--- src/rtl/gw_pkg.sv ---
// Shared types and width helpers for the gray_world frame sequencer and its watchdog.
package gw_pkg;

  typedef enum logic [1:0] {
    ST_IDLE   = 2'd0,
    ST_ACTIVE = 2'd1,
    ST_DONE   = 2'd2
  } gw_state_e;

  localparam int FRAME_CNT_W = 16;

  // Bits needed to hold every value 0..max_val inclusive.
  function automatic int cnt_w(input int max_val);
    return (max_val < 1) ? 1 : $clog2(max_val + 1);
  endfunction

  function automatic int col_w(input int ncol);
    return cnt_w(ncol);
  endfunction

  function automatic int row_w(input int nrows);
    return cnt_w(nrows);
  endfunction

endpackage

--- src/rtl/gw_frame_sequencer_if.sv ---
// Slave AXI-Stream video sideband seen by the frame sequencer (no tready: the stream never stalls).
interface gw_frame_sequencer_if;
  logic tvalid;
  logic tuser;
  logic tlast;

  modport master (output tvalid, output tuser, output tlast);
  modport slave  (input  tvalid, input  tuser, input  tlast);
endinterface

--- src/rtl/gw_timeout_cnt.sv ---
// Idle-cycle watchdog: counts enabled cycles, expires on the TIMEOUT-th one, then restarts from zero.
module gw_timeout_cnt
  import gw_pkg::*;
#(
  parameter int TIMEOUT = 4096
) (
  input  logic clk,
  input  logic rst_n,
  input  logic clr_i,
  input  logic en_i,
  output logic expire_o
);

  localparam int W = cnt_w(TIMEOUT);

  logic [W-1:0] cnt_q, cnt_d;

  assign expire_o = en_i && (cnt_q == W'(TIMEOUT - 1));

  always_comb begin
    cnt_d = cnt_q;
    if (clr_i || expire_o) cnt_d = '0;
    else if (en_i)         cnt_d = cnt_q + 1'b1;
  end

  always_ff @(posedge clk or negedge rst_n) begin
    if (!rst_n) cnt_q <= '0;
    else        cnt_q <= cnt_d;
  end

endmodule

--- src/rtl/gw_frame_sequencer.sv ---
// Frame-level controller for gray_world: checks Nrows x Ncol geometry and sequences stat_clr/coef_load/out_en.
// Optional idle watchdog built only when GW_WATCHDOG_EN is defined.
module gw_frame_sequencer
  import gw_pkg::*;
#(
  parameter int Nrows   = 550,
  parameter int Ncol    = 367,
  parameter int TIMEOUT = 4096
) (
  input  logic                   clk,
  input  logic                   rst,
  gw_frame_sequencer_if.slave    s_axis,
  output logic                   stat_clr,
  output logic                   coef_load,
  output logic                   out_en,
  output logic                   busy,
  output logic [FRAME_CNT_W-1:0] frame_cnt,
  output logic                   err_sof,
  output logic                   err_line,
  output logic                   err_timeout
);

  localparam int COL_W = col_w(Ncol);
  localparam int ROW_W = row_w(Nrows);
  localparam logic [COL_W-1:0] NCOL_V    = COL_W'(Ncol);
  localparam logic [COL_W-1:0] NCOL_LAST = COL_W'(Ncol - 1);
  localparam logic [ROW_W-1:0] NROW_LAST = ROW_W'(Nrows - 1);

  gw_state_e              state_q, beat_state_d;
  logic [COL_W-1:0]       col_q, col_base, col_d;
  logic [ROW_W-1:0]       row_q, row_base, row_d;
  logic                   bad_q, bad_d;
  logic [FRAME_CNT_W-1:0] frame_cnt_q;
  logic                   stat_clr_q, coef_load_q, out_en_q;
  logic                   err_sof_q, err_line_q, err_timeout_q;
  logic                   sof, line_last, line_err, row_end, take;
  logic                   wd_expire;

`ifdef GW_WATCHDOG_EN
  gw_timeout_cnt #(
    .TIMEOUT (TIMEOUT)
  ) u_timeout_cnt (
    .clk      (clk),
    .rst_n    (rst),
    .clr_i    ((state_q != ST_ACTIVE) || s_axis.tvalid),
    .en_i     ((state_q == ST_ACTIVE) && !s_axis.tvalid),
    .expire_o (wd_expire)
  );
`else
  // Without the watchdog an unfinished frame waits indefinitely.
  logic [31:0] unused_timeout;
  assign unused_timeout = 32'(TIMEOUT);
  assign wd_expire      = 1'b0;
`endif

  // Beat evaluation: a SOF beat restarts the frame first, then its EOL (if any) is applied.
  always_comb begin
    sof       = s_axis.tvalid && s_axis.tuser;
    col_base  = sof ? '0 : col_q;
    row_base  = sof ? '0 : row_q;
    line_last = (col_base == NCOL_LAST);
    // col saturated at Ncol means this line's error was already reported.
    line_err  = s_axis.tlast ? (!line_last && (col_base != NCOL_V)) : line_last;
    row_end   = s_axis.tlast && (row_base == NROW_LAST);
    col_d     = s_axis.tlast ? '0 : ((col_base == NCOL_V) ? col_base : col_base + 1'b1);
    row_d     = s_axis.tlast ? row_base + 1'b1 : row_base;
    bad_d     = (sof ? 1'b0 : bad_q) | line_err;
    beat_state_d = row_end ? ST_DONE : ST_ACTIVE;
    take      = s_axis.tvalid && ((state_q == ST_ACTIVE) ? !wd_expire : s_axis.tuser);
  end

  always_ff @(posedge clk or negedge rst) begin
    if (!rst) begin
      state_q       <= ST_IDLE;
      col_q         <= '0;
      row_q         <= '0;
      bad_q         <= 1'b0;
      frame_cnt_q   <= '0;
      stat_clr_q    <= 1'b0;
      coef_load_q   <= 1'b0;
      out_en_q      <= 1'b0;
      err_sof_q     <= 1'b0;
      err_line_q    <= 1'b0;
      err_timeout_q <= 1'b0;
    end else begin
      stat_clr_q    <= 1'b0;
      coef_load_q   <= 1'b0;
      err_sof_q     <= 1'b0;
      err_line_q    <= 1'b0;
      err_timeout_q <= 1'b0;
      unique case (state_q)
        ST_IDLE: ;
        ST_ACTIVE: begin
          if (wd_expire) begin
            err_timeout_q <= 1'b1;
            state_q       <= ST_IDLE;
          end
        end
        ST_DONE: begin
          if (!bad_q) begin
            coef_load_q <= 1'b1;
            frame_cnt_q <= frame_cnt_q + 1'b1;
            out_en_q    <= 1'b1;
          end
          state_q <= ST_IDLE;
        end
        default: state_q <= ST_IDLE;
      endcase
      // A SOF in the DONE cycle overrides the return to IDLE without losing that frame's load.
      if (take) begin
        state_q    <= beat_state_d;
        col_q      <= col_d;
        row_q      <= row_d;
        bad_q      <= bad_d;
        stat_clr_q <= sof;
        err_sof_q  <= sof && (state_q == ST_ACTIVE);
        err_line_q <= line_err;
      end
    end
  end

  assign stat_clr    = stat_clr_q;
  assign coef_load   = coef_load_q;
  assign out_en      = out_en_q;
  assign busy        = (state_q == ST_ACTIVE);
  assign frame_cnt   = frame_cnt_q;
  assign err_sof     = err_sof_q;
  assign err_line    = err_line_q;
  assign err_timeout = err_timeout_q;

endmodule
--- src/flat_wrapper.sv ---
// flat-port wrapper written by rule: the top's interface ports become plain ports
module gw_frame_sequencer_flat import gw_pkg::*;
#(
  parameter int Nrows   = 550,
  parameter int Ncol    = 367,
  parameter int TIMEOUT = 4096
)
  (clk, rst, stat_clr, coef_load, out_en, busy, frame_cnt, err_sof, err_line, err_timeout, s_axis_tvalid, s_axis_tuser, s_axis_tlast);
  gw_frame_sequencer_if s_axis_i ();
  input  logic clk;
  input  logic rst;
  output logic stat_clr;
  output logic coef_load;
  output logic out_en;
  output logic busy;
  output logic [FRAME_CNT_W-1:0] frame_cnt;
  output logic err_sof;
  output logic err_line;
  output logic err_timeout;
  input wire logic [$bits(s_axis_i.tvalid)-1:0] s_axis_tvalid;
  input wire logic [$bits(s_axis_i.tuser)-1:0] s_axis_tuser;
  input wire logic [$bits(s_axis_i.tlast)-1:0] s_axis_tlast;
  assign s_axis_i.tvalid = s_axis_tvalid;
  assign s_axis_i.tuser = s_axis_tuser;
  assign s_axis_i.tlast = s_axis_tlast;
  gw_frame_sequencer #(.Nrows(Nrows), .Ncol(Ncol), .TIMEOUT(TIMEOUT)) u_core (.clk(clk), .rst(rst), .s_axis(s_axis_i), .stat_clr(stat_clr), .coef_load(coef_load), .out_en(out_en), .busy(busy), .frame_cnt(frame_cnt), .err_sof(err_sof), .err_line(err_line), .err_timeout(err_timeout));
endmodule
--- config.mk ---
export PLATFORM = sky130hd
export DESIGN_NAME = gw_frame_sequencer_flat
export DESIGN_NICKNAME = d
export VERILOG_FILES = /design/src/rtl/gw_pkg.sv /design/src/rtl/gw_frame_sequencer_if.sv /design/src/rtl/gw_timeout_cnt.sv /design/src/rtl/gw_frame_sequencer.sv /design/src/flat_wrapper.sv
export SDC_FILE = /design/constraint.sdc
export NUM_CORES = 1
export LEC_CHECK = 0
export BUFFER_PORTS_ARGS = -buffer_cell sky130_fd_sc_hd__buf_2
export CELL_PAD_IN_SITES_DETAIL_PLACEMENT = 1
export CELL_PAD_IN_SITES_GLOBAL_PLACEMENT = 1
export CORE_MARGIN = 2
export CORE_UTILIZATION = 45
export DETAILED_ROUTE_END_ITERATION = 8
export PLACE_DENSITY = 0.86
export SETUP_SLACK_MARGIN = 0.15
export SLEW_MARGIN = 30
export SYNTH_ARGS = -nofsm -noshare
export SYNTH_HDL_FRONTEND = slang
export SYNTH_HIERARCHICAL = 1
export SYNTH_SLANG_ARGS = --single-unit
--- constraint.sdc ---
create_clock -name clk -period 2.17 [get_ports clk]
set_clock_uncertainty 0.05 [all_clocks]
set_input_delay 0.1085 -clock clk [delete_from_list [all_inputs] [get_ports clk]]
set_output_delay 0.1085 -clock clk [all_outputs]
set_load 0.005 [all_outputs]
== Yosys cells after proc, flatten, opt, wreduce, memory -nomap -nowiden ==
Cells that the tools add are included.

* Word-level logic and storage cells: 47
* Memory bits (writable): 0
* Input bits: 5
* Flip-flop bits (word level): 43
* Latch bits: 0
* Memories kept: 0
* Bits in read-only memories: 0

* Div/mod/pow operators: 0
* Multipliers: 0
* Shift operators: 0
* Order comparisons: 0
* Reduce and logical (&&, ||, !) cells: 9
* Eq/ne operators: 7
* Multiplexer cells: 16
* Add/subtract/negate cells: 3
* Bitwise gates (word level): 2

{| class="wikitable"
|+ Operator list
! cell !! count
|-
| $mux 9 || 3
|-
| $mux 10 || 2
|-
| $eq 9x9->1 const B || 2
|-
| $add 16x1->16 const B || 1
|-
| $add 10x1->10 const B || 1
|-
| $eq 10x10->1 const B || 1
|-
| $add 9x1->9 const B || 1
|-
| $ne 9x9->1 const B || 1
|-
| $mux 1 || 8
|-
| $mux 2 || 3
|-
| $logic_and 1x1->1 || 5
|-
| $eq 2x1->1 const B || 1
|-
| $eq 2x2->1 const B || 1
|-
| $logic_not 2->1 || 1
|-
| $ne 2x1->1 const B || 1
|-
| $reduce_and 2->1 || 1
|-
| $reduce_or 2->1 || 1
|-
| $logic_not 1->1 || 1
|-
| $not 1->1 || 1
|-
| $or 1x1->1 || 1
|}

== Logic depth before layout (Yosys ltp) ==
Gate-level depths: netlist of the first run.

* Depth in word-level cells: 7
* Gate-level depth with buffers: 9
* Gate-level depth less buffers: 8

== Worst setup path before layout of the first run ==
No wires, ideal clock.

* Kind: input to register
* From: in s_axis_tvalid
* To: reg u_core.col_q[2]
* Path buffers: 1
* Setup time: 0.094 ns
* Stages: 9
* Path slack: 0.475 ns
* Arrival: 1.551 ns
* Path through: nand2_4 -> clkbuf_1 -> nand2_1 -> inv_1 -> ha_1 -> nand4_1 -> nor2_1 -> nor3_1 -> a211oi_1

* Word-level cells in the longest chain between the ends: 5
* Elaborated cells on any way between the ends: 7

{| class="wikitable"
|+ RTL lines
! element !! RTL line !! source
|-
| start: declaration || flat_wrapper.sv:20 || <nowiki>input wire logic [$bits(s_axis_i.tvalid)-1:0] s_axis_tvalid;</nowiki>
|-
| $logic_and 1x1->1 || gw_frame_sequencer.sv:58 || <nowiki>sof = s_axis.tvalid && s_axis.tuser;</nowiki>
|-
| $mux 9 || gw_frame_sequencer.sv:59 || <nowiki>col_base = sof ? '0 : col_q;</nowiki>
|-
| $add 9x1->9 / $eq 9x9->1 (equally long branches) || gw_frame_sequencer.sv:65 || <nowiki>col_d = s_axis.tlast ? '0 : ((col_base == NCOL_V) ? col_base : col_base + 1'b1);</nowiki>
|-
| $mux 9 (2 in a row) || gw_frame_sequencer.sv:65 ||
|-
| end signal: assignment || gw_frame_sequencer.sv:112 || <nowiki>col_q <= col_d;</nowiki>
|-
| end: declaration || gw_frame_sequencer.sv:30 || <nowiki>logic [COL_W-1:0] col_q, col_base, col_d;</nowiki>
|}

Several ways; a longest one is shown, not always the timed one.
A chain may end at the register's enable or synchronous reset.

== Worst setup path in the final report of the first run ==
* From: reg u_core.state_q[1]
* To: reg u_core.col_q[2]

* Word-level cells in the longest chain between the ends: 3

{| class="wikitable"
|+ RTL lines
! element !! RTL line !! source
|-
| start: declaration || gw_frame_sequencer.sv:29 || <nowiki>gw_state_e state_q, beat_state_d;</nowiki>
|-
| start signal: assignment || gw_frame_sequencer.sv:111 || <nowiki>state_q <= beat_state_d;</nowiki>
|-
| $eq 2x1->1 || gw_frame_sequencer.sv:69 || <nowiki>take = s_axis.tvalid && ((state_q == ST_ACTIVE) ? !wd_expire : s_axis.tuser);</nowiki>
|-
| $mux 1 || gw_frame_sequencer.sv:69 ||
|-
| $logic_and 1x1->1 || gw_frame_sequencer.sv:69 ||
|}

Every way passes these cells.

==> results of run 1 <==
==> layout make-up <==
cell class | instances | area, um2 | area share
Clock inverter | 2 | 12.5 | 0.00506
Clock buffer | 6 | 72.6 | 0.0293
Timing Repair Buffer | 28 | 160 | 0.0647
Multi-Input combinational cell | 157 | 1060 | 0.429
Sequential cell | 43 | 1080 | 0.435
Inverter | 6 | 23.8 | 0.00961
Tap cell | 54 | 67.6 | 0.0273
==> logic make-up after synthesis <==
logic type,Yosys count,share of synthesized area
flip-flops,43,0.491
AND/OR/NAND/NOR,91,0.255
adder cells (fa/ha/maj),5,0.0286
AO/OA/AOI/OAI,40,0.118
multiplexers,2,0.00971
buffers and inverters,10,0.0234
XOR/XNOR,18,0.0720
other,1,0.00171
==> per-layer routing <==
layer  GRT usage  vias up  share of wire
met3      0.0398        8          0.043
li1            -      814              -
met4      0.0768        0          0.016
met5           0        -              0
met2       0.311       45           0.47
met1       0.270      836           0.47
==> worst register-to-register path: cells and delay by family (launching register included) <==
kind            cells  cell delay [ns]
simple gates        1             0.38
flops               1             0.39
compound gates      3             0.90
==> registers in the layout, summed over array words and instances, names as in the netlist <==
signal	cells
u_core/frame_cnt	16
u_core/row_q	10
u_core/col_q	9
u_core/state_q	2
u_core/bad_q	1
u_core/coef_load	1
u_core/err_line	1
u_core/err_sof	1
u_core/out_en	1
u_core/stat_clr	1
==> cell usage after synthesis (2+ instances only) <==
cell / instances / area, um2
nand2b_1: 2 / 12.5
ha_1: 5 / 62.6
nand3_1: 10 / 50.1
xor2_1: 7 / 61.3
nor2_1: 14 / 52.6
nor4_1: 2 / 12.5
or3_1: 5 / 31.3
nor3_1: 4 / 20.0
a31oi_1: 4 / 25.0
nor2_2: 2 / 12.5
a21o_1: 3 / 22.5
inv_1: 3 / 11.3
o22ai_1: 2 / 12.5
dfrtp_1: 43 / 1080
inv_2: 2 / 7.51
nand4_1: 7 / 43.8
and2_1: 3 / 18.8
xnor2_1: 11 / 96.3
a211oi_1: 2 / 15.0
nand2_4: 2 / 22.5
nand2_1: 23 / 86.3
o21ai_0: 7 / 35.0
and3_1: 4 / 25.0
a21oi_1: 11 / 55.1
nand4_4: 2 / 42.5
==> stage by stage <==
stage | std cells | hold WS (ns)
after detailed placement | 287 | 0.0541
final | 296 | 0.150
after global routing | 296 | 0.179
after floorplan | 210 | -0.237
after CTS | 296 | 0.140
after global placement | 287 | 0.0497
==> final timing paths <==
path                       slack (ns)                               end
hold / removal                   0.15       u_core/col_q[0]$_DFFE_PN0P_
setup / recovery                 0.37       u_core/col_q[2]$_DFFE_PN0P_
min in group asynchronous        0.26       u_core/row_q[1]$_DFFE_PN0P_
setup reg to reg                 0.37       u_core/col_q[2]$_DFFE_PN0P_
max in group asynchronous        1.60       u_core/col_q[4]$_DFFE_PN0P_
hold reg to reg                  0.42  u_core/frame_cnt[15]$_DFFE_PN0P_
==> repair_timing <==
action / 4_1_cts / 5_1_grt
setup buffers: 0 / 0
hold buffers: 1 / 0
endpoints found under the hold margin: 43 / 0
==> power groups by stage <==
| stage | logic, mW | clock network, mW | registers [mW] |
|---|---|---|---|
| 4_1_cts | 0.113 | 0.527 | 0.830 |
| 5_1_grt | 0.125 | 0.560 | 0.834 |
| 3_3_place_gp | 0.108 | 0 | 0.845 |
| 6_report | 0.111 | 0.504 | 0.831 |
| 2_1_floorplan | 0.0625 | 0 | 0.843 |
| 3_5_place_dp | 0.111 | 0 | 0.846 |
==> placed cells by master, fill, tap and decap left out, types with 5 or more instances in the layout <==
cell type	instances
or3_1	5
nand3_1	10
o21ai_0	7
buf_2	26
xor2_1	7
ha_1	5
clkbuf_8	5
nand4_1	7
nor2_1	14
nand2_1	23
xnor2_1	11
a21oi_1	11
dfrtp_1	43
==> reports/qor.csv, run 1 <==
metric,value,unit
status,"complete, no violations",
port_buffers,26,
dp_hpwl,3440,um
totalWireLength,4870,um
gp_congestion,0.808,
peakVddDrop,0.265,mV
nets,251,
clk_latency,0.30,ns
final_cell_area,2470,um2
synth_top_flop_cell,dfrtp_1,
p_int,1.08,mW
finalPower,1.45,mW
cts_root_buffer,clkbuf_8,
seqPwrFrac,0.575,
initial_utilization,0.467,
clk_path_buf_depth,2,
die_area,5440,um2
cts_tree,yes,
cellPowerDensity,584,nW/um2
grt_pass1_vias,1667,
cts_sinks,43,
fillers,547,
cts_max_level,2,
switchingPower,367,uW
synth-edff-count,0,
crit_path_end_kind,flop,
num_rows,25,
crit_buf_inv,0,
final_layout_size_suffix_gt1_frac,0.219,
r2r_start,u_core/state_q[1]$_DFFE_PN0P_,
start_kind,flop,
via_count,1703,
slew_violations,0,
rsz0062_at_grt,no,
yosysWarnings,6,
mappedNetlistArea,2190,um2
first_pass_iters,4,
vias_per_cell,5.75,
utilization,0.527,
cts_buffers,5,
grt_pass1_wl,8250,um
pre_cts_slack,0.282,ns
path_max_fanout,8,
fp.dieH,73.8,um
drc,0,
postSynth.asyncResetShare,1.00,
drt_iter0_markers,109,
whs_path_depth,3,
place_area,2380,um2
fmax,555,MHz
fp.dieW,73.8,um
cts.clk_slew.worst_paths,0.08,ns
max_slew.worst_pin.slew,0.538,ns
p_leak,1.19,nW
crit_type,flop to flop,
ant_nets,0,
antenna_found_initial,0,
cpLargestDelayFamily,compound AO/OA/AOI/OAI gates,
reg2reg_depth,4,
areaGrowthSynthToFinish,13.0,%
path_cells,nand2b_1 > a21oi_1 > a22oi_1 > a211oi_1,
period_share,0.831,
switching_share,0.254,
slowest_stage,a21oi_1,
hold_path.class,primary input to flop,
cp-startpoint,u_core/state_q[1]$_DFFE_PN0P_,
p_clk_frac,0.349,
worst_ep_arrival_time,1.96,ns
syn_area_per_cell,10.4,um2
grt_max_degree,44,
finalCriticalPeriod,1.80,ns
synth_cells,210,
synth_seq_cells,43,
max_stage_delay,0.55,ns
maxCapViolations,0,
ys_seq_area_frac,0.491,
setup_tns,0,ns
core,4690,um2
worstPathRequired,2.33,ns
finalHoldViolations,0,
finalSetupViolations,0,
overflow,0,
yosys.cell_types.count,55,
track_usage,0.198,
max-slew-margin-rel,0.642,
cp_num_cells,4,
synth_nets,220,
cts_resized,0,
comb_power_share,0.077,
setup_ws,0.367,ns
hp-start,s_axis_tvalid,
n_antenna_cell,0,
boundaryPins,28,
wire_per_inst,16.5,um
(Power assumes the default switching activity.)
==> run 2, diff against run 1 <==
Settings changed: ABC_AREA set to 1, CORE_UTILIZATION 45 to 38, PLACE_DENSITY 0.86 to 0.82.
Clock period 2.17 ns to 1.5 ns, I/O delays scaled along.
==> run 2 against run 1 <==
Compared with the run above:
- worst setup slack got worse by 0.30 ns
- critical path depth grew 5
- synthesized area up 14%
- global-route usage up 0.30 points
- total power rose by 59%
- design area increased by 38%
- register-to-register slack got worse by 0.30 ns
- highest routed layer unchanged
- non-clock buffer count increased by 38
- flip-flop and latch count did not move
- routed wire length grew 67%
- die area up 33%
==> reports/qor.csv, run 2 <==
metric,value,unit,change
status,"complete, no violations",,unchanged
cts_max_level,2,,unchanged
ys_seq_area_frac,0.432,,was 0.491
ant_nets,0,,unchanged
layout_commonest_cell,nand2_1,,was dfrtp_1
grt_max_degree,24,,was 44
syn_area_per_cell,7.28,um2,was 10.4 um2
p_leak,1.67,nW,was 1.19 nW
place_area,2840,um2,was 2380 um2
mappedNetlistArea,2490,um2,was 2190 um2
slew_violations,0,,unchanged
fp.dieH,84.9,um,was 73.8 um
path_cells,inv_2 > nor2_4 > buf_4 > ha_1 > nand2_1 > nor2_1 > nand4_1 > nand2_1 > inv_1,,was nand2b_1 > a21oi_1 > a22oi_1 > a211oi_1
top_usage_layer,met2,,unchanged
finalSetupViolations,0,,unchanged
yosysWarnings,6,,unchanged
final_layout_size_suffix_gt1_frac,0.361,,was 0.219
fmax,700,MHz,was 555 MHz
hold_path.class,primary input to flop,,unchanged
clk_latency,0.30,ns,about the same
switchingPower,640,uW,was 367 uW
largest_register_ffs,16,,unchanged
ys_top_cells_by_count,"nand2_1 (110), nor2_1 (47), inv_1 (45), dfrtp_1 (43), nand3_1 (31)",,"was dfrtp_1 (43), nand2_1 (23), nor2_1 (14), a21oi_1 (11), xnor2_1 (11)"
dp_cells,455,,was 287
grt_pass1_vias,2556,,was 1667
postSynth.asyncResetShare,1.00,,unchanged
p_clk_frac,0.324,,was 0.349
synth_top_area_share,0.432,,was 0.491
switching_share,0.279,,was 0.254
antenna_found_initial,0,,unchanged
finalHoldViolations,0,,unchanged
num_rows,29,,was 25
seqPwrFrac,0.529,,was 0.575
period_share,0.953,,was 0.831
comb_power_share,0.147,,was 0.077
cts.clk_slew.worst_paths,0.08,ns,about the same
n_antenna_cell,0,,unchanged
synth_top_flop_cell,dfrtp_1,,unchanged
fin_hold_ws,0.160,ns,was 0.150 ns
worstPathRequired,1.64,ns,was 2.33 ns
slowest_stage,dfrtp_1,,was a21oi_1
port_buffers,26,,unchanged
gp_congestion,0.819,,was 0.808
overflow,0,,unchanged
synth.area.top_cells,"dfrtp_1 (43%), nand2_1 (17%), nor2_1 (7.1%)",,"was dfrtp_1 (49%), xnor2_1 (4.4%), nand2_1 (3.9%)"
die_area,7220,um2,was 5440 um2
path_max_fanout,3,,was 8
nets,422,,was 251
crit_top_cell,nand2_1,,
clk_path_buf_depth,2,,unchanged
totalWireLength,8160,um,was 4870 um
cts_tree,yes,,unchanged
dp_hpwl,5040,um,was 3440 um
crit_path_end_kind,flop,,unchanged
max_stage_delay,0.36,ns,was 0.55 ns
peakVddDrop,0.470,mV,was 0.265 mV
start_kind,flop,,unchanged
synth_top_cell_by_area,dfrtp_1,,unchanged
cts_buffers,5,,unchanged
cts_sinks,43,,unchanged
max-slew-margin-rel,0.656,,was 0.642
final_cell_mix,"nand2_1 (88), dfrtp_1 (39), inv_1 (36)",,"was dfrtp_1 (43), buf_2 (26), nand2_1 (23)"
synth_seq_cells,43,,unchanged
fin_cells,490,,was 296
cellPowerDensity,671,nW/um2,was 584 nW/um2
initial_utilization,0.392,,was 0.467
first_pass_iters,4,,unchanged
rsz0062_at_grt,yes,,was no
use_met2,0.361,,was 0.311
maxCapViolations,0,,unchanged
via_count,2565,,was 1703
boundaryPins,28,,unchanged
vias_per_cell,5.23,,was 5.75
worst_ep_arrival_time,1.57,ns,was 1.96 ns
cts_root_buffer,clkbuf_8,,unchanged
grt_pass1_wl,11700,um,was 8250 um
yosys.cell_types.count,27,,was 55
fp.dieW,84.9,um,was 73.8 um
yosysMostFrequentCell,nand2_1,,was dfrtp_1
finalCriticalPeriod,1.43,ns,was 1.80 ns
areaGrowthSynthToFinish,37.2,%,was 13.0%
drc,0,,unchanged
final_cell_area,3420,um2,was 2470 um2
synth-edff-count,0,,unchanged
p_int,1.65,mW,was 1.08 mW
core,6350,um2,was 4690 um2
wire_per_inst,16.6,um,was 16.5 um
track_usage,0.201,,was 0.198
max_slew.worst_pin.slew,0.516,ns,was 0.538 ns
synth_cells,342,,was 210
synth_nets,352,,was 220
use_met3,0.0389,,was 0.0398
met1_usage,0.244,,was 0.270
crit_type,flop to flop,,unchanged
drt_iter0_markers,102,,was 109
[run 2: repair_timing]
action	CTS	global route
pin swaps	12	27
hold endpoints to repair	20	0
buffers inserted	12	13
gates cloned	1	0
endpoints found under the setup margin	21	32
hold buffers	1	0
gates resized for setup	20	66
[run 2: cell type report]
type	count	area [um2]
Clock buffer	6	72.6
Inverter	47	176
Clock inverter	2	12.5
Tap cell	77	96.3
Multi-Input combinational cell	249	1510
Fill cell	789	2930
Sequential cell	43	1080
Timing Repair Buffer	66	464
[run 2: path summary, 6_finish.rpt]
| check | startpoint | cells past startpoint | endpoint | slack [ns] |
|---|---|---|---|---|
| setup / recovery | u_core/row_q[0]$_DFFE_PN0P_ | 9 | u_core/state_q[0]$_DFFE_PN0P_ | 0.07 |
| hold / removal | s_axis_tlast | 3 | u_core/row_q[2]$_DFFE_PN0P_ | 0.16 |
| setup reg to reg | u_core/row_q[0]$_DFFE_PN0P_ | 9 | u_core/state_q[0]$_DFFE_PN0P_ | 0.07 |
| hold reg to reg | u_core/out_en$_DFFE_PN0P_ | 1 | u_core/out_en$_DFFE_PN0P_ | 0.42 |
| max in group asynchronous | rst | 3 | u_core/state_q[1]$_DFFE_PN0P_ | 0.66 |
| min in group asynchronous | rst | 2 | u_core/frame_cnt[11]$_DFFE_PN0P_ | 0.22 |
[run 2: layer usage]
metal / routed length [um] / part of all wire
met4: 175 / 0.021
met2: 4370 / 0.54
met1: 3330 / 0.41
met3: 277 / 0.034
met5: 0 / 0
[run 2: worst max-delay path: cells and delay by family, from the launching register on]
kind,cells,cell delay (ns)
simple gates,5,0.51
flops,1,0.36
buf+inv,3,0.23
fa+ha+maj,1,0.16
[run 2: stage by stage]
| stage | setup TNS, ns | utilization | setup slack, ns | power (mW) |
|---|---|---|---|---|
| floorplan | 0 | - | 0.160 | 1.37 |
| global placement | 0 | 0.447 | 0.0940 | 1.45 |
| detailed placement | -0.0155 | 0.447 | -0.0155 | 1.46 |
| CTS | 0 | 0.487 | 0.106 | 2.26 |
| global route | -0.0921 | 0.538 | -0.0364 | 2.39 |
| finish | 0 | 0.538 | 0.0706 | 2.29 |
[run 2: power groups by stage]
stage / Clock (mW) / Combinational (mW) / Sequential [mW]
floorplan: 0 / 0.137 / 1.23
global placement: 0 / 0.223 / 1.23
detailed placement: 0 / 0.229 / 1.23
CTS: 0.771 / 0.278 / 1.21
global route: 0.808 / 0.367 / 1.22
finish: 0.743 / 0.336 / 1.21
[run 2: logic make-up after synthesis]
family                   after synthesis  share of synthesized area
XOR/XNOR                              13                     0.0457
flip-flops                            43                      0.432
AO/OA/AOI/OAI                         14                     0.0307
other                                  1                    0.00151
adder cells (fa/ha/maj)                5                     0.0251
AND/OR/NAND/NOR                      215                      0.381
buffers and inverters                 51                     0.0834
==> run 3, diff against run 2 <==
Settings changed: CORE_UTILIZATION 38 to 46, PLACE_DENSITY 0.82 to 0.92.
Clock period 1.5 ns to 1.85 ns, I/O delays scaled along.
==> run 3 against run 2 <==
Compared with the run above:
- total power is 11% lower
- register-to-register slack better by 0.14 ns
- combinational power is 48% lower
- first-iteration DRC count is 29% lower
- critical path depth stayed put
- core utilization is 2.1 points higher
- final cell count is 8.0% lower
- sequential power is 19% lower
- die area is 17% lower
- routed wire length is 17% lower
- flip-flop and latch count stayed put
- design area is 15% lower
- largest power group unchanged
- highest routed layer unchanged
==> reports/qor.csv, run 3 (same netlist as run 2, synthesis figures left out) <==
metric,value,unit,change
start_kind,flop,,unchanged
status,"complete, no violations",,unchanged
reg2reg_depth,9,,unchanged
path_max_fanout,5,,was 3
peakVddDrop,0.349,mV,was 0.470 mV
rsz0062_at_grt,no,,was yes
overflow,0,,unchanged
comb_power_share,0.085,,was 0.147
switchingPower,478,uW,was 640 uW
ant_nets,0,,unchanged
final_layout_size_suffix_gt1_frac,0.152,,was 0.361
final_cell_mix,"nand2_1 (109), inv_1 (44), nor2_1 (44)",,"was nand2_1 (88), dfrtp_1 (39), inv_1 (36)"
hold_path.class,primary input to flop,,unchanged
rrSetupSlack,0.21,ns,was 0.07 ns
port_buffers,26,,unchanged
cellPowerDensity,706,nW/um2,was 671 nW/um2
seq_area,1080,um2,about the same
worstPathRequired,2.00,ns,was 1.64 ns
seqPwrFrac,0.482,,was 0.529
drt_iter0_markers,72,,was 102
largest_register_ffs,16,,unchanged
cts_root_buffer,clkbuf_8,,unchanged
cts_tree,yes,,unchanged
period_share,0.885,,was 0.953
fp.dieH,77.6,um,was 84.9 um
clk_latency,0.30,ns,about the same
max-slew-margin-rel,0.648,,was 0.656
p_int,1.56,mW,was 1.65 mW
gp_congestion,0.838,,was 0.819
cts_max_level,2,,unchanged
crit_path_end_kind,flop,,unchanged
finalHoldViolations,0,,unchanged
num_rows,26,,was 29
crit_type,flop to flop,,unchanged
totalWireLength,6730,um,was 8160 um
setup_tns,0,ns,unchanged
max_slew.worst_pin.slew,0.528,ns,was 0.516 ns
core,5170,um2,was 6350 um2
dp_hpwl,4810,um,was 5040 um
initial_utilization,0.481,,was 0.392
fin_cells,451,,was 490
p_leak,1.49,nW,was 1.67 nW
die_area,6020,um2,was 7220 um2
clk_path_buf_depth,2,,unchanged
r2r_end,u_core/col_q[3]$_DFFE_PN0P_,,was u_core/state_q[0]$_DFFE_PN0P_
multi_input_area,1220,um2,was 1510 um2
maxCapViolations,0,,unchanged
dp_cells,438,,was 455
finalCriticalPeriod,1.64,ns,was 1.43 ns
cp-startpoint,u_core/col_q[0]$_DFFE_PN0P_,,was u_core/row_q[0]$_DFFE_PN0P_
first_pass_iters,4,,unchanged
finalSetupViolations,0,,unchanged
boundaryPins,28,,unchanged
nets,390,,was 422
worst_ep_arrival_time,1.79,ns,was 1.57 ns
cts_buffers,5,,unchanged
r2r_start,u_core/col_q[0]$_DFFE_PN0P_,,was u_core/row_q[0]$_DFFE_PN0P_
antenna_found_initial,0,,unchanged
fp.dieW,77.6,um,was 84.9 um
fillers,683,,was 789
p_clk_frac,0.432,,was 0.324
layout_commonest_cell,nand2_1,,unchanged
n_antenna_cell,0,,unchanged
drc,0,,unchanged
areaGrowthSynthToFinish,16.0,%,was 37.2%
switching_share,0.235,,was 0.279
grt_max_degree,24,,unchanged
grt_pass1_wl,11200,um,was 11700 um
wire_per_inst,14.9,um,was 16.6 um
crit_end,u_core/col_q[3]$_DFFE_PN0P_,,was u_core/state_q[0]$_DFFE_PN0P_
fmax,611,MHz,was 700 MHz
vias_per_cell,5.27,,was 5.23
grt_pass1_vias,2435,,was 2556
via_count,2379,,was 2565
cts_sinks,43,,unchanged
track_usage,0.234,,was 0.201
slew_violations,0,,unchanged
cts.clk_slew.worst_paths,0.08,ns,about the same
-- run 3: timing repair --
item                                    in CTS  in global routing
endpoints found under the setup margin       2                 15
gates resized for setup                      1                  4
hold buffers                                 1                  0
setup buffers                                0                  4
hold endpoints to repair                    21                  0
-- run 3: cell type report --
| cell class | instances | share of cell area |
|---|---|---|
| clock buffers | 6 | 0.0251 |
| clock inverters | 2 | 0.0208 |
| inverters | 47 | 0.0611 |
| multi-input cells | 248 | 0.421 |
| flip-flops and latches | 43 | 0.372 |
| well taps | 70 | 0.0303 |
| repair buffers | 35 | 0.0693 |
-- run 3: worst min-delay path by stage --
stage                             from                               to  slack, ns  cells past startpoint
final                     s_axis_tlast      u_core/row_q[2]$_DFFE_PN0P_       0.12                      3
after global routing      s_axis_tlast      u_core/row_q[2]$_DFFE_PN0P_       0.13                      3
after CTS                 s_axis_tlast      u_core/row_q[2]$_DFFE_PN0P_       0.12                      3
after detailed placement           rst  u_core/frame_cnt[2]$_DFFE_PN0P_       0.05                      1
after global placement             rst  u_core/frame_cnt[4]$_DFFE_PN0P_       0.05                      1
after floorplan                    rst         u_core/bad_q$_DFFE_PN0P_      -0.25                      0
-- run 3: stage by stage --
stage / util / total power [mW] / instance area [um2] / hold WS [ns] / worst slack (ns)
after floorplan: - / 1.10 / 2490 / -0.253 / 0.267
after global placement: 0.523 / 1.16 / 2710 / 0.0479 / 0.226
after detailed placement: 0.523 / 1.16 / 2710 / 0.0538 / 0.0726
after CTS: 0.551 / 2.05 / 2850 / 0.119 / 0.180
after global routing: 0.559 / 2.12 / 2890 / 0.130 / 0.105
final: 0.559 / 2.04 / 2890 / 0.122 / 0.213
-- run 3: power by group through the flow --
stage / Sequential, mW / Combinational (mW) / Clock (mW)
final: 0.983 / 0.174 / 0.882
after global routing: 0.986 / 0.198 / 0.932
after CTS: 0.982 / 0.168 / 0.900
after detailed placement: 1.00 / 0.165 / 0
after global placement: 1.00 / 0.156 / 0
after floorplan: 0.996 / 0.102 / 0
-- run 3: worst max-delay path: stages, from the launching register on --
cell and delay [ns]:
dfrtp_1 0.41, nand2_1 0.15, inv_1 0.09, ha_1 0.21, nand4_1 0.13, inv_2 0.08
nand2_1 0.18, o21ai_0 0.12, nand2_1 0.07, nand2_1 0.05
-- run 3: metal layers --
metal | track usage | vias to the layer above | share of wire
li1 | - | 1142 | -
met1 | 0.286 | 1178 | 0.41
met2 | 0.424 | 50 | 0.54
met3 | 0.0349 | 9 | 0.035
met4 | 0.0696 | 0 | 0.014
met5 | 0 | - | 0
